## config.mk

```make
export PLATFORM = sky130hd
export DESIGN_NAME = flit_inject_buffer
export DESIGN_NICKNAME = d
export VERILOG_FILES = /design/src/rtl/flit_pkg.sv /design/src/rtl/flit_fifo.sv /design/src/rtl/flit_inject_buffer.sv
export SDC_FILE = /design/constraint.sdc
export NUM_CORES = 1
export LEC_CHECK = 0
export BUFFER_PORTS_ARGS = -buffer_cell sky130_fd_sc_hd__buf_2
export CORE_ASPECT_RATIO = 1.2
export CORE_MARGIN = 3
export CORE_UTILIZATION = 54
export DETAILED_ROUTE_END_ITERATION = 10
export GPL_TIMING_DRIVEN = 0
export PLACE_DENSITY = 0.78
export SETUP_SLACK_MARGIN = 0.1
export SLEW_MARGIN = 5
export SYNTH_ARGS = -nofsm -noshare
export SYNTH_HDL_FRONTEND = slang
export SYNTH_SLANG_ARGS = --single-unit
```

## constraint.sdc

```tcl
create_clock -name clk -period 2.6 [get_ports clk]
set_input_delay 0.13 -clock clk [delete_from_list [all_inputs] [get_ports clk]]
set_output_delay 0.13 -clock clk [all_outputs]
set_load 0.05 [all_outputs]
```

## src/rtl/flit_pkg.sv

```systemverilog
// ============================================================================
// Module : flit_pkg
// Brief  : Flit field layout and shared constants for the injection stage.
// Rev    : 1.0  initial release
// ============================================================================
`default_nettype none

package flit_pkg;

  localparam int FLIT_W     = 10;
  localparam int GOLDEN_BIT = 9;
  localparam int DEST_MSB   = 8;
  localparam int DEST_LSB   = 6;

  localparam logic [FLIT_W-1:0] NULL_FLIT  = '0;
  localparam logic [2:0]        DEST_LOCAL = 3'b010;

  // Everything below the golden bit; a flit with these all zero carries nothing
  localparam logic [FLIT_W-1:0] BODY_MASK  = ~(FLIT_W'(1) << GOLDEN_BIT);

endpackage

`default_nettype wire

```

## src/rtl/flit_fifo.sv

```systemverilog
// ============================================================================
// Module : flit_fifo
// Brief  : Synchronous FIFO, power-of-two depth, registered full/empty/count.
// Rev    : 1.0  initial release
// ============================================================================
`default_nettype none

module flit_fifo #(
  parameter int WIDTH = 10,
  parameter int DEPTH = 4
) (
  input  logic                     clk,
  input  logic                     rst_n,
  input  logic                     push,
  input  logic [WIDTH-1:0]         push_data,
  input  logic                     pop,
  output logic [WIDTH-1:0]         head,
  output logic                     full,
  output logic                     empty,
  output logic [$clog2(DEPTH):0]   count
);

  localparam int PTR_W = $clog2(DEPTH);

  logic [WIDTH-1:0] mem [DEPTH];
  logic [PTR_W-1:0] wr_ptr;
  logic [PTR_W-1:0] rd_ptr;
  logic             do_push;
  logic             do_pop;

  assign do_push = push && !full;
  assign do_pop  = pop && !empty;

  assign full  = (count == (PTR_W + 1)'(DEPTH));
  assign empty = (count == '0);
  assign head  = mem[rd_ptr];

  // Storage is not reset; only the pointers and count define validity
  always_ff @(posedge clk) begin
    if (do_push) begin
      mem[wr_ptr] <= push_data;
    end
  end

  always_ff @(posedge clk or negedge rst_n) begin
    if (!rst_n) begin
      wr_ptr <= '0;
      rd_ptr <= '0;
      count  <= '0;
    end else begin
      if (do_push) begin
        wr_ptr <= wr_ptr + PTR_W'(1);
      end
      if (do_pop) begin
        rd_ptr <= rd_ptr + PTR_W'(1);
      end
      case ({do_push, do_pop})
        2'b10:   count <= count + (PTR_W + 1)'(1);
        2'b01:   count <= count - (PTR_W + 1)'(1);
        default: count <= count;
      endcase
    end
  end

endmodule

`default_nettype wire

```

## src/rtl/flit_inject_buffer.sv

```systemverilog
// ============================================================================
// Module : flit_inject_buffer
// Brief  : Injects buffered local flits into empty link slots ahead of the
//          deflection arbiter. Optional starvation marking: FLIT_INJECT_GOLDEN_EN.
// Rev    : 1.0  initial release
// ============================================================================
`default_nettype none

module flit_inject_buffer
  import flit_pkg::*;
#(
  parameter int FLIT_W       = flit_pkg::FLIT_W,
  parameter int DEPTH        = 4
`ifdef FLIT_INJECT_GOLDEN_EN
  ,
  parameter int STARVE_LIMIT = 15
`endif
) (
  input  logic                     clk,
  input  logic                     rst_n,
  input  logic [FLIT_W-1:0]        link_in,
  output logic [FLIT_W-1:0]        link_out,
  input  logic                     inj_valid,
  input  logic [FLIT_W-1:0]        inj_flit,
  output logic                     inj_ready,
  output logic                     inj_fire,
  output logic [$clog2(DEPTH):0]   occupancy
);

  logic [FLIT_W-1:0] head;
  logic [FLIT_W-1:0] inj_word;
  logic              full;
  logic              empty;
  logic              push;
  logic              pop;
  logic              link_free;
  logic              golden;

  assign link_free = (link_in == '0);
  assign push      = inj_valid && !full && ((inj_flit & BODY_MASK) != '0);
  assign pop       = link_free && !empty;
  assign inj_ready = !full;

  flit_fifo #(
    .WIDTH (FLIT_W),
    .DEPTH (DEPTH)
  ) u_fifo (
    .clk       (clk),
    .rst_n     (rst_n),
    .push      (push),
    .push_data (inj_flit & BODY_MASK),
    .pop       (pop),
    .head      (head),
    .full      (full),
    .empty     (empty),
    .count     (occupancy)
  );

`ifdef FLIT_INJECT_GOLDEN_EN
  logic [7:0] head_age;

  // Age of the current head: counts cycles it waited behind a busy link
  always_ff @(posedge clk or negedge rst_n) begin
    if (!rst_n) begin
      head_age <= '0;
    end else if (empty || pop) begin
      head_age <= '0;
    end else if (head_age != 8'hFF) begin
      head_age <= head_age + 8'd1;
    end
  end

  assign golden = (head_age >= 8'(STARVE_LIMIT));
`else
  assign golden = 1'b0;
`endif

  assign inj_word = head | (FLIT_W'(golden) << GOLDEN_BIT);

  always_ff @(posedge clk or negedge rst_n) begin
    if (!rst_n) begin
      link_out <= '0;
      inj_fire <= 1'b0;
    end else begin
      if (!link_free) begin
        link_out <= link_in;
      end else if (pop) begin
        link_out <= inj_word;
      end else begin
        link_out <= '0;
      end
      inj_fire <= pop;
    end
  end

endmodule

`default_nettype wire
```

==> metrics, run 1 <==
status completed; DRT Wirelength 3790 µm; critical path's most frequent cell xor2_1; Syn Inst Count 115; Top delay family on crit path adder cells; relative slew slack 56.7%; # IOs 38; largest net degree at the start of global routing 19; proportion of layout cells with a drive suffix above 1 roughly two fifths; critical path arrival 2440 ps; GPL Wtd Cong slightly above 0.7; VDD IR max 0.000563 V; Die Width 63.2 µm; internal power between 1.5 and 2 mW; fin worst setup slack 387 ps; Clock transition at path regs 90 ps; EDFF count, synth 36; buffer and inverter count on the worst path 2; I/O Buffers 36; drt first pass iters 4; Final Setup Violations 0; CP Class reg -> reg; DP HPWL 2740 µm; P per Cell Area 941 nW/µm²; reg2reg start u_fifo.count[2]; critical path required time ~2800 ps; YS warnings 0; Clock Skew 9.19 ps; clk_lat worst skew roughly 300 ps; Min-Delay Path Class in -> reg; Seq/Total Area, Yosys 72.2%; clock sink count 54; synthesized area about 2100 µm²; Chip Height 74.7 µm; FMAX 452 MHz; CTS Root Cell clkbuf_8; Worst Setup Start Kind flop; Net count, final 188; Logic pwr share 22.9%; remaining antenna violation count 0; minimum hold slack 15.9 ps; Post-Syn Nets around 140; fin area 2530 µm²; maxcap violations 0; CP Capture Type flop; Hold Path Origin link_in[0]; Syn-to-layout area delta 19.3%; period utilization 85.1%; Async SR Flop Fraction 33.3%; mean post-synth cell area between 15 and 20 µm²; most frequent cells in the layout buf_2 (36), edfxtp_1 (36), dfrtp_1 (18); DP Area 2380 µm²; Seq cells post-synth 54; slowest CP cell dfrtp_1; pre-CTS setup slack 287 ps; Switching Share 29.1%; slew at the pin with the worst max-slew slack 650 ps; ys flop type edfxtp_1; TNS Setup 0 ps; Final Hold Fails 0; RSZ-0062 raised after global routing no; Switching Power 0.693 mW; worst-path maximum fanout 11; via count 1142; H-tree depth 2; initial core utilization 57.5%; critical-path cell list or3_1 -> nand4_1 -> inv_2 -> ha_1 -> inv_1 -> fa_1 -> xor2_1 -> nor2_1 -> xor2_1; Post-CTS Setup Inserts 0; wire length per cell around 18 µm; Final Slew Violations 0; Netlist cell types 24; total die area 4720 µm²; Max clock buf depth 2; Crit. Startpoint u_fifo.count[2]; first-pass GRT wire length between 6000 and 7000 µm; initial antenna violation count 0; vias in the first global route ~1200; DRC violations left 0; ANT cells 0; Clk pwr share 28.2%; aggregate global routing overflow 0; DR iter-0 viols 72; vias per inst approximately 5.4; sequential power share 48.9%; Core Box Area 3690 µm²; fin crit period 2210 ps; TritonCTS clock tree done; row count 24; Total GRT Usage 17.9%; Worst path max stage delay 470 ps; Pleak 1.04 nW; number of buffers created by CTS 5
## worst register-to-register path, stage by stage (launching register included)
cell     delay [ps]
dfrtp_1         470
or3_1           160
nand4_1         190
inv_2           250
ha_1            230
inv_1            60
fa_1            370
xor2_1          150
nor2_1          110
xor2_1          160
## Yosys cell counts (2+ instances only)
cell | count | area, µm²
edfxtp_1 | 36 | 1080
dfrtp_1 | 18 | 450
a21o_1 | 9 | 67.6
mux4_2 | 9 | 203
inv_1 | 7 | 26.3
ha_1 | 5 | 62.6
and2_2 | 4 | 30.0
nor2_1 | 4 | 15.0
xnor2_1 | 3 | 26.3
xor2_1 | 3 | 26.3
clkbuf_1 | 2 | 7.51
nand3_1 | 2 | 10.0
nor4_1 | 2 | 12.5
## flip-flops by register name, indices dropped and copies added (netlist names)
register,flops
u_fifo.count,3
u_fifo.mem,36
link_out,10
u_fifo.wr_ptr,2
inj_fire,1
u_fifo.rd_ptr,2
## final timing paths
| kind | to | slack [ps] | cells past startpoint |
|---|---|---|---|
| setup / recovery | u_fifo.count[2] | 390 | 9 |
| hold / removal | link_out[0] | 20 | 2 |
| setup reg to reg | u_fifo.count[2] | 390 | 9 |
| hold reg to reg | u_fifo.count[0] | 560 | 1 |
| max in group asynchronous | link_out[2] | 2030 | 2 |
| min in group asynchronous | inj_fire | 280 | 2 |
## final cells by class
cell class                      count  area (µm²)
Timing Repair Buffer               37         190
Tap cell                           52        65.1
Buffer                              4        26.3
Clock inverter                      2        60.1
Sequential cell                    54        1530
Clock buffer                        6        82.6
Multi-Input combinational cell     49         547
Fill cell                         249        1160
Inverter                            8        30.0
## power by group through the flow
| stage | combinational, mW | clock, mW | sequential [mW] |
|---|---|---|---|
| floorplan | 0.287 | 0 | 1.28 |
| global placement | 0.515 | 0 | 1.17 |
| detailed placement | 0.547 | 0 | 1.18 |
| CTS | 0.555 | 0.676 | 1.17 |
| global route | 0.592 | 0.713 | 1.18 |
| finish | 0.544 | 0.672 | 1.17 |
## per-layer routing
metal	global-route usage, %	vias up	part of all wire, %
met5	0	-	0
met4	7.91	0	1.6
met3	5.37	6	5.5
met2	31.8	38	56
met1	20.3	584	37
li1	-	514	-
## through the flow
stage	util [%]	power (mW)	cells
CTS	68.6	2.40	212
global placement	64.4	1.68	203
detailed placement	64.4	1.73	203
floorplan	-	1.56	115
global route	68.6	2.49	212
finish	68.6	2.38	212
## timing repair
item	4_1_cts	5_1_grt
hold buffers	1	0
resized for setup	0	0
endpoints found under the hold margin	18	0
## kinds of logic after synthesis
group / count (synthesis) / share of synthesized area, %
multiplexers: 11 / 10.7
flip-flops: 54 / 72.2
XOR/XNOR: 6 / 2.48
buffers and inverters: 12 / 2.65
AND/OR/NAND/NOR: 17 / 4.89
AO/OA/AOI/OAI: 9 / 3.18
adder cells (fa/ha/maj): 6 / 3.89
(Power assumes the default switching activity.)
==> inputs of run 2 (changes only) <==
--- a/config.mk
+++ b/config.mk
@@ -8,10 +8,10 @@
 export BUFFER_PORTS_ARGS = -buffer_cell sky130_fd_sc_hd__buf_2
 export CORE_ASPECT_RATIO = 1.2
 export CORE_MARGIN = 3
-export CORE_UTILIZATION = 54
+export CORE_UTILIZATION = 50
 export DETAILED_ROUTE_END_ITERATION = 10
 export GPL_TIMING_DRIVEN = 0
-export PLACE_DENSITY = 0.78
+export PLACE_DENSITY = 0.73
 export SETUP_SLACK_MARGIN = 0.1
 export SLEW_MARGIN = 5
 export SYNTH_ARGS = -nofsm -noshare
==> run 2 against run 1 <==
Critical path depth unchanged. Sequential power barely moved. Sequential cell count unchanged. Count of clock-buffer cells in the layout rose by 2. Non-clock buffer count stayed put. Total power shrank 6.5%. Largest power group unchanged. Combinational power is 2% lower. Fmax up 5.4%. First-iteration DRC count down 32%. Global-route usage is 1.8 points lower. Final cell count rose by 0.94%. Register-to-register slack improved by 110 ps.
==> metrics, run 2 (synthesis gave the netlist of run 1 again) <==
critical path required time 2830 ps (about the same); vias in the first global route 1200 (-2.1%); FMAX 476 MHz (+5.4%); Post-CTS Setup Inserts 0 (unchanged); clock sink count 54 (unchanged); Post-CTS Hold Fix Bufs 1 (unchanged); critical path's most frequent cell xor2_1; Hold Path Origin link_in[3]; drt first pass iters 4 (unchanged); Switching Power 0.675 mW (-2.7%); reg2reg start u_fifo.count[2]; VDD IR max 0.000642 V (+14%); DR iter-0 viols 49 (-32%); Final Setup Violations 0 (unchanged); I/O Buffers 36 (unchanged); initial core utilization 53.0% (-4.5 points); number of buffers created by CTS 5 (unchanged); cells on worst reg2reg path 9 (unchanged); fillers 329 (+32%); Switching Share 30.3% (+1.2 points); fin crit period 2100 ps (-114 ps); critical path arrival 2330 ps (-110 ps); slew at the pin with the worst max-slew slack 655 ps (+5.56 ps); Pleak 1.03 nW (-1.4%); Worst Hold End link_out[3]; worst-path maximum fanout 11 (unchanged); slowest CP cell dfrtp_1; CP Class reg -> reg; DRT Wirelength 3580 µm (-5.6%); Total GRT Usage 16.1% (-1.8 points); final non-filler cell total 214 (+0.94%); GPL Wtd Cong 0.695 (-3.7%); Die Width 65.5 µm (+3.6%); vias per inst 5.23 (-2.9%); Worst R2R Setup Slack 500 ps (+110 ps); internal power 1.55 mW (-8.0%); remaining antenna violation count 0 (unchanged); status completed; Clock transition at path regs 90 ps (about the same); first-pass GRT wire length 5890 µm (-2.1%); proportion of layout cells with a drive suffix above 1 38.8% (-0.62 points); via count 1119 (-2.0%); Syn-to-layout area delta 18.0%; Crit path depth 9 (unchanged); Chip Height 77.4 µm (+3.6%); largest reg by FF count u_fifo.mem; capturing point of the worst reg2reg path u_fifo.count[2]; ANT cells 0 (unchanged); Worst path max stage delay 450 ps (-20 ps); CTS Root Cell clkbuf_8; CP Capture Type flop; Largest regs u_fifo.mem (36), link_out (10), u_fifo.count (3); CTS resizes 0 (unchanged); maxcap violations 0 (unchanged); aggregate global routing overflow 0 (unchanged); Min-Delay Path Class in -> reg; RSZ-0062 raised after global routing no; Logic pwr share 24.0% (+1.1 points); Worst Setup Start Kind flop; buffer and inverter count on the worst path 2 (unchanged); TritonCTS clock tree done; critical-path cell list or3_1 -> nand4_1 -> inv_2 -> ha_1 -> inv_1 -> fa_1 -> xor2_1 -> nor2_1 -> xor2_1; TNS Setup 0 ps (unchanged); DP HPWL 2630 µm (-4.0%); Clock Skew 6.01 ps (-3.19 ps); Clk pwr share 23.8% (-4.4 points); wire length per cell 16.7 µm (-6.5%); row count 25 (+4.2%); largest net degree at the start of global routing 19 (unchanged); # IOs 38 (unchanged); Final Slew Violations 0 (unchanged); placed cells 205 (+0.99%); clk_lat worst skew 300 ps (about the same); P per Cell Area 890 nW/µm² (-5.4%); DRC violations left 0 (unchanged); Core Box Area 4000 µm² (+8.4%); period utilization 80.8% (-4.4 points); Max clock buf depth 2 (unchanged); total die area 5070 µm² (+7.3%); initial antenna violation count 0 (unchanged); total power 2.23 mW (-6.5%); sequential power share 52.3% (+3.4 points); most frequent cells in the layout buf_2 (36), edfxtp_1 (36), dfrtp_1 (18); relative slew slack 56.3% (-0.37 points); Net count, final 188 (unchanged); Crit. Startpoint u_fifo.count[2]; Final Hold Fails 0 (unchanged); WHS Path Cells 2 (unchanged); max reg flops 36 (unchanged); Top delay family on crit path adder cells; H-tree depth 2 (unchanged)
-- run 2: per-stage QoR --
step	hold slack (ps)	cell area (µm²)	worst slack, ps	util, %
finish	13.2	2500	500	62.5
global route	0.691	2500	359	62.5
detailed placement	78.3	2380	312	59.5
global placement	73.3	2380	357	59.5
floorplan	-166	2130	179	-
CTS	3.15	2500	496	62.5
-- run 2: worst max-delay path by stage --
| stage | end | slack [ps] |
|---|---|---|
| 3_3_place_gp | u_fifo.count[2] | 360 |
| 4_1_cts | u_fifo.count[2] | 500 |
| 6_report | u_fifo.count[2] | 500 |
| 2_1_floorplan | u_fifo.count[2] | 180 |
| 5_1_grt | u_fifo.count[2] | 360 |
| 3_5_place_dp | u_fifo.count[2] | 310 |
-- run 2: worst reg2reg max path, cell delays in order (launching register included) --
cell and delay (ps):
dfrtp_1 450, or3_1 140, nand4_1 170, inv_2 230, ha_1 220, inv_1 60, fa_1 370, xor2_1 150
nor2_1 110, xor2_1 150
-- run 2: metal layers --
layer | routed length, µm | global-route usage (%) | up-vias
met5 | 0 | 0 | -
met3 | 224 | 5.21 | 6
met1 | 1400 | 19.5 | 556
li1 | - | - | 516
met2 | 1900 | 26.7 | 41
met4 | 54 | 5.60 | 0
-- run 2: area by class of cell --
cell class | instances | area, µm² | share of cell area (%)
plain buffers | 4 | 26.3 | 1.05
inverters | 8 | 30.0 | 1.20
flip-flops and latches | 54 | 1530 | 61.2
repair buffers | 37 | 190 | 7.60
well taps | 54 | 67.6 | 2.70
multi-input cells | 49 | 547 | 21.8
clock buffers | 8 | 111 | 4.45
-- run 2: power by group through the flow --
stage	clock network (mW)	registers, mW	logic (mW)
after floorplan	0	1.28	0.287
after global placement	0	1.17	0.518
after detailed placement	0	1.18	0.542
after CTS	0.537	1.17	0.546
after global routing	0.585	1.18	0.587
final	0.530	1.16	0.534
==> inputs of run 3 (changes only) <==
--- a/config.mk
+++ b/config.mk
@@ -5,13 +5,14 @@
 export SDC_FILE = /design/constraint.sdc
 export NUM_CORES = 1
 export LEC_CHECK = 0
+export ABC_AREA = 1
 export BUFFER_PORTS_ARGS = -buffer_cell sky130_fd_sc_hd__buf_2
 export CORE_ASPECT_RATIO = 1.2
 export CORE_MARGIN = 3
 export CORE_UTILIZATION = 50
 export DETAILED_ROUTE_END_ITERATION = 10
 export GPL_TIMING_DRIVEN = 0
-export PLACE_DENSITY = 0.73
+export PLACE_DENSITY = 0.72
 export SETUP_SLACK_MARGIN = 0.1
 export SLEW_MARGIN = 5
 export SYNTH_ARGS = -nofsm -noshare
==> constraint.sdc (replaced) <==
create_clock -name clk -period 2 [get_ports clk]
set_input_delay 0.1 -clock clk [delete_from_list [all_inputs] [get_ports clk]]
set_output_delay 0.1 -clock clk [all_outputs]
set_load 0.05 [all_outputs]
==> run 3 against run 2 <==
Routed wire length rose by 19%. Cell area grew 18%. Sequential cell count is the same. Count of clock-buffer cells in the layout is 1 lower. Combinational power increased by 67%. Critical path depth is the same. Worst setup slack got worse by 350 ps. Clock power increased by 14%. Critical path type unchanged. Highest routed layer unchanged.
==> metrics, run 3 <==
status completed; YS warnings 0 (unchanged); CTS Root Cell clkbuf_8; DRT Wirelength 4270 µm (+19%); Final Hold Fails 0 (unchanged); ANT cells 0 (unchanged); initial antenna violation count 0 (unchanged); slew at the pin with the worst max-slew slack 810 ps (+155 ps); vias in the first global route 1539 (+28%); Worst Setup Start Kind flop; fillers 356 (+8.2%); cells on worst reg2reg path 9 (unchanged); Post-Syn Nets 283 (+97%); capturing point of the worst reg2reg path u_fifo.count[2]; TritonCTS clock tree done; P per Cell Area 1020 nW/µm² (+14%); wire length per cell 11.5 µm (-31%); Worst R2R Setup Slack 150 ps (-350 ps); Clock Skew 15.1 ps (+9.08 ps); fin area 2970 µm² (+18%); DRC violations left 0 (unchanged); critical path required time 2180 ps (-650 ps); Netlist cell types 20 (-17%); aggregate global routing overflow 0 (unchanged); Async SR Flop Fraction 33.3% (unchanged); Final Slew Violations 0 (unchanged); CP Capture Type flop; Worst Hold End link_out[5]; number of buffers created by CTS 5 (unchanged); total die area 5740 µm² (+13%); placed cells 348 (+70%); largest reg by FF count u_fifo.mem; Die Width 69.7 µm (+6.4%); DR iter-0 viols 97 (+98%); Hold Path Origin link_in[5]; period utilization 92.6% (+12 points); commonest cells in the netlist nand2_1 (69), inv_1 (59), edfxtp_1 (36), nand3_1 (34), dfrtp_1 (18); clock sink count 54 (unchanged); initial core utilization 52.6% (-0.42 points); drt first pass iters 4 (unchanged); remaining antenna violation count 0 (unchanged); vias per inst 4.65 (-11%); synthesized area 2430 µm² (+15%); Pleak 1.47 nW (+43%); Syn Inst Count 254 (+120%); DP Area 2700 µm² (+13%); I/O Buffers 36 (unchanged); maxcap violations 0 (unchanged); Final Setup Violations 0 (unchanged); GPL Wtd Cong 0.793 (+14%); most frequent cells in the layout nand2_1 (67), inv_1 (57), buf_2 (40); Chip Height 82.4 µm (+6.5%); # IOs 38 (unchanged); Area contributors post-synth edfxtp_1 (44%), dfrtp_1 (19%), nand2_1 (11%), inv_1 (9.1%), nand3_1 (7.0%); critical path arrival 2030 ps (-300 ps); via count 1727 (+54%); RSZ-0062 raised after global routing yes; pre-CTS setup slack 70.7 ps (-242 ps); max reg flops 36 (unchanged); Syn-to-layout area delta 21.9%; DP HPWL 2970 µm (+13%); ys flop type edfxtp_1; WHS Path Cells 3 (+1); H-tree depth 2 (unchanged); VDD IR max 0.000750 V (+17%); worst-path maximum fanout 6 (-5); TNS Setup 0 ps (unchanged); relative slew slack 45.8% (-11 points); Net count, final 341 (+81%); Crit. Startpoint u_fifo.count[0]; Clock transition at path regs 90 ps (about the same); CP Class reg -> reg; Core Box Area 4630 µm² (+16%); EDFF count, synth 36 (unchanged); Largest regs u_fifo.mem (36), link_out (10), u_fifo.count (3); final non-filler cell total 371 (+73%); area leader, netlist edfxtp_1; fin crit period 1850 ps (-247 ps); proportion of layout cells with a drive suffix above 1 23.0% (-16 points); Seq cells post-synth 54 (unchanged); largest net degree at the start of global routing 19 (unchanged); clk_lat worst skew 300 ps (about the same); top-area cell type share of the netlist area 44.4% (-6.5 points); row count 27 (+8.0%); reg2reg start u_fifo.count[0]; most numerous cell in the Yosys netlist nand2_1; Total GRT Usage 16.0% (-0.022 points); Max clock buf depth 2 (unchanged); total power 3.01 mW (+35%); FMAX 540 MHz (+13%); commonest non-fill, non-tap cell in the layout nand2_1; fin worst setup slack 148 ps (-353 ps); first-pass GRT wire length 6940 µm (+18%); Min-Delay Path Class in -> reg; Seq/Total Area, Yosys 62.9% (-9.2 points); mean post-synth cell area 9.58 µm² (-48%)
[run 3: changes by cell type in the layout (fill, tap and decap cells not counted), sizes merged, moves of 11 or more]
cell   delta
nand2    +69
inv      +52
nand3    +32
nor2     +11
[run 3: logic make-up (layout without fill, tap and decap cells)]
group / Yosys count / in the layout / synth area share, %
DFF: 54 / 54 / 62.9
adders and majority gates: 6 / 6 / 3.39
xor gates and xnor gates: 3 / 3 / 1.08
buffers and inverters: 68 / 127 / 11.0
and+or+nand+nor: 118 / 118 / 20.2
AOI/OAI and AO/OA: 5 / 5 / 1.44
[run 3: per-layer routing]
metal | up-vias | global-route usage [%] | wire (µm)
met4 | 0 | 5.94 | 63
met3 | 8 | 4.00 | 269
li1 | 891 | - | -
met1 | 770 | 19.3 | 1700
met2 | 58 | 28.3 | 2230
met5 | - | 0 | 0
[run 3: report_power, final]
part           total [mW]  leakage (nW)  switching, mW  internal, mW
registers            1.52         0.545         0.0963          1.42
logic               0.894         0.873          0.602         0.292
clock network       0.603        0.0482          0.323         0.280
total                3.01          1.47           1.02          1.99
[run 3: worst max-delay path: stages, from the launching register on]
cell and delay, ps:
dfrtp_2 450, nor2_4 150, a21boi_4 90, o21ai_4 100
ha_2 220, inv_2 50, fa_2 340, a21oi_2 110
o21ai_1 80, xor2_1 140
[run 3: timing repair]
action	4_1_cts	5_1_grt
pin swaps	0	4
gates resized for setup	1	11
setup endpoints to repair	1	38
hold endpoints to repair	27	0
hold buffers	10	0
buffers inserted	0	5
[run 3: final cells by class]
| class | instances | area, µm² | area share, % |
|---|---|---|---|
| Inverter | 61 | 229 | 7.72 |
| Timing Repair Buffer | 51 | 318 | 10.7 |
| Sequential cell | 54 | 1540 | 51.8 |
| Buffer | 7 | 38.8 | 1.31 |
| Clock inverter | 1 | 5.00 | 0.169 |
| Clock buffer | 7 | 86.3 | 2.91 |
| Multi-Input combinational cell | 132 | 681 | 23.0 |
| Tap cell | 58 | 72.6 | 2.45 |
[run 3: how the worst max path moves through the flow]
| stage | to | slack (ps) | cells past startpoint |
|---|---|---|---|
| 3_5_place_dp | u_fifo.count[2] | 70 | 10 |
| 3_3_place_gp | u_fifo.count[2] | 80 | 10 |
| 4_1_cts | u_fifo.count[2] | 120 | 9 |
| 2_1_floorplan | u_fifo.count[2] | 70 | 9 |
| 5_1_grt | u_fifo.count[2] | 60 | 9 |
| 6_report | u_fifo.count[2] | 150 | 9 |
[run 3: stage by stage]
stage / hold slack [ps] / util (%)
floorplan: -196 / -
global placement: 49.7 / 58.3
detailed placement: 57.4 / 58.3
CTS: 1.30 / 62.6
global route: 1.41 / 64.1
finish: 0.515 / 64.1
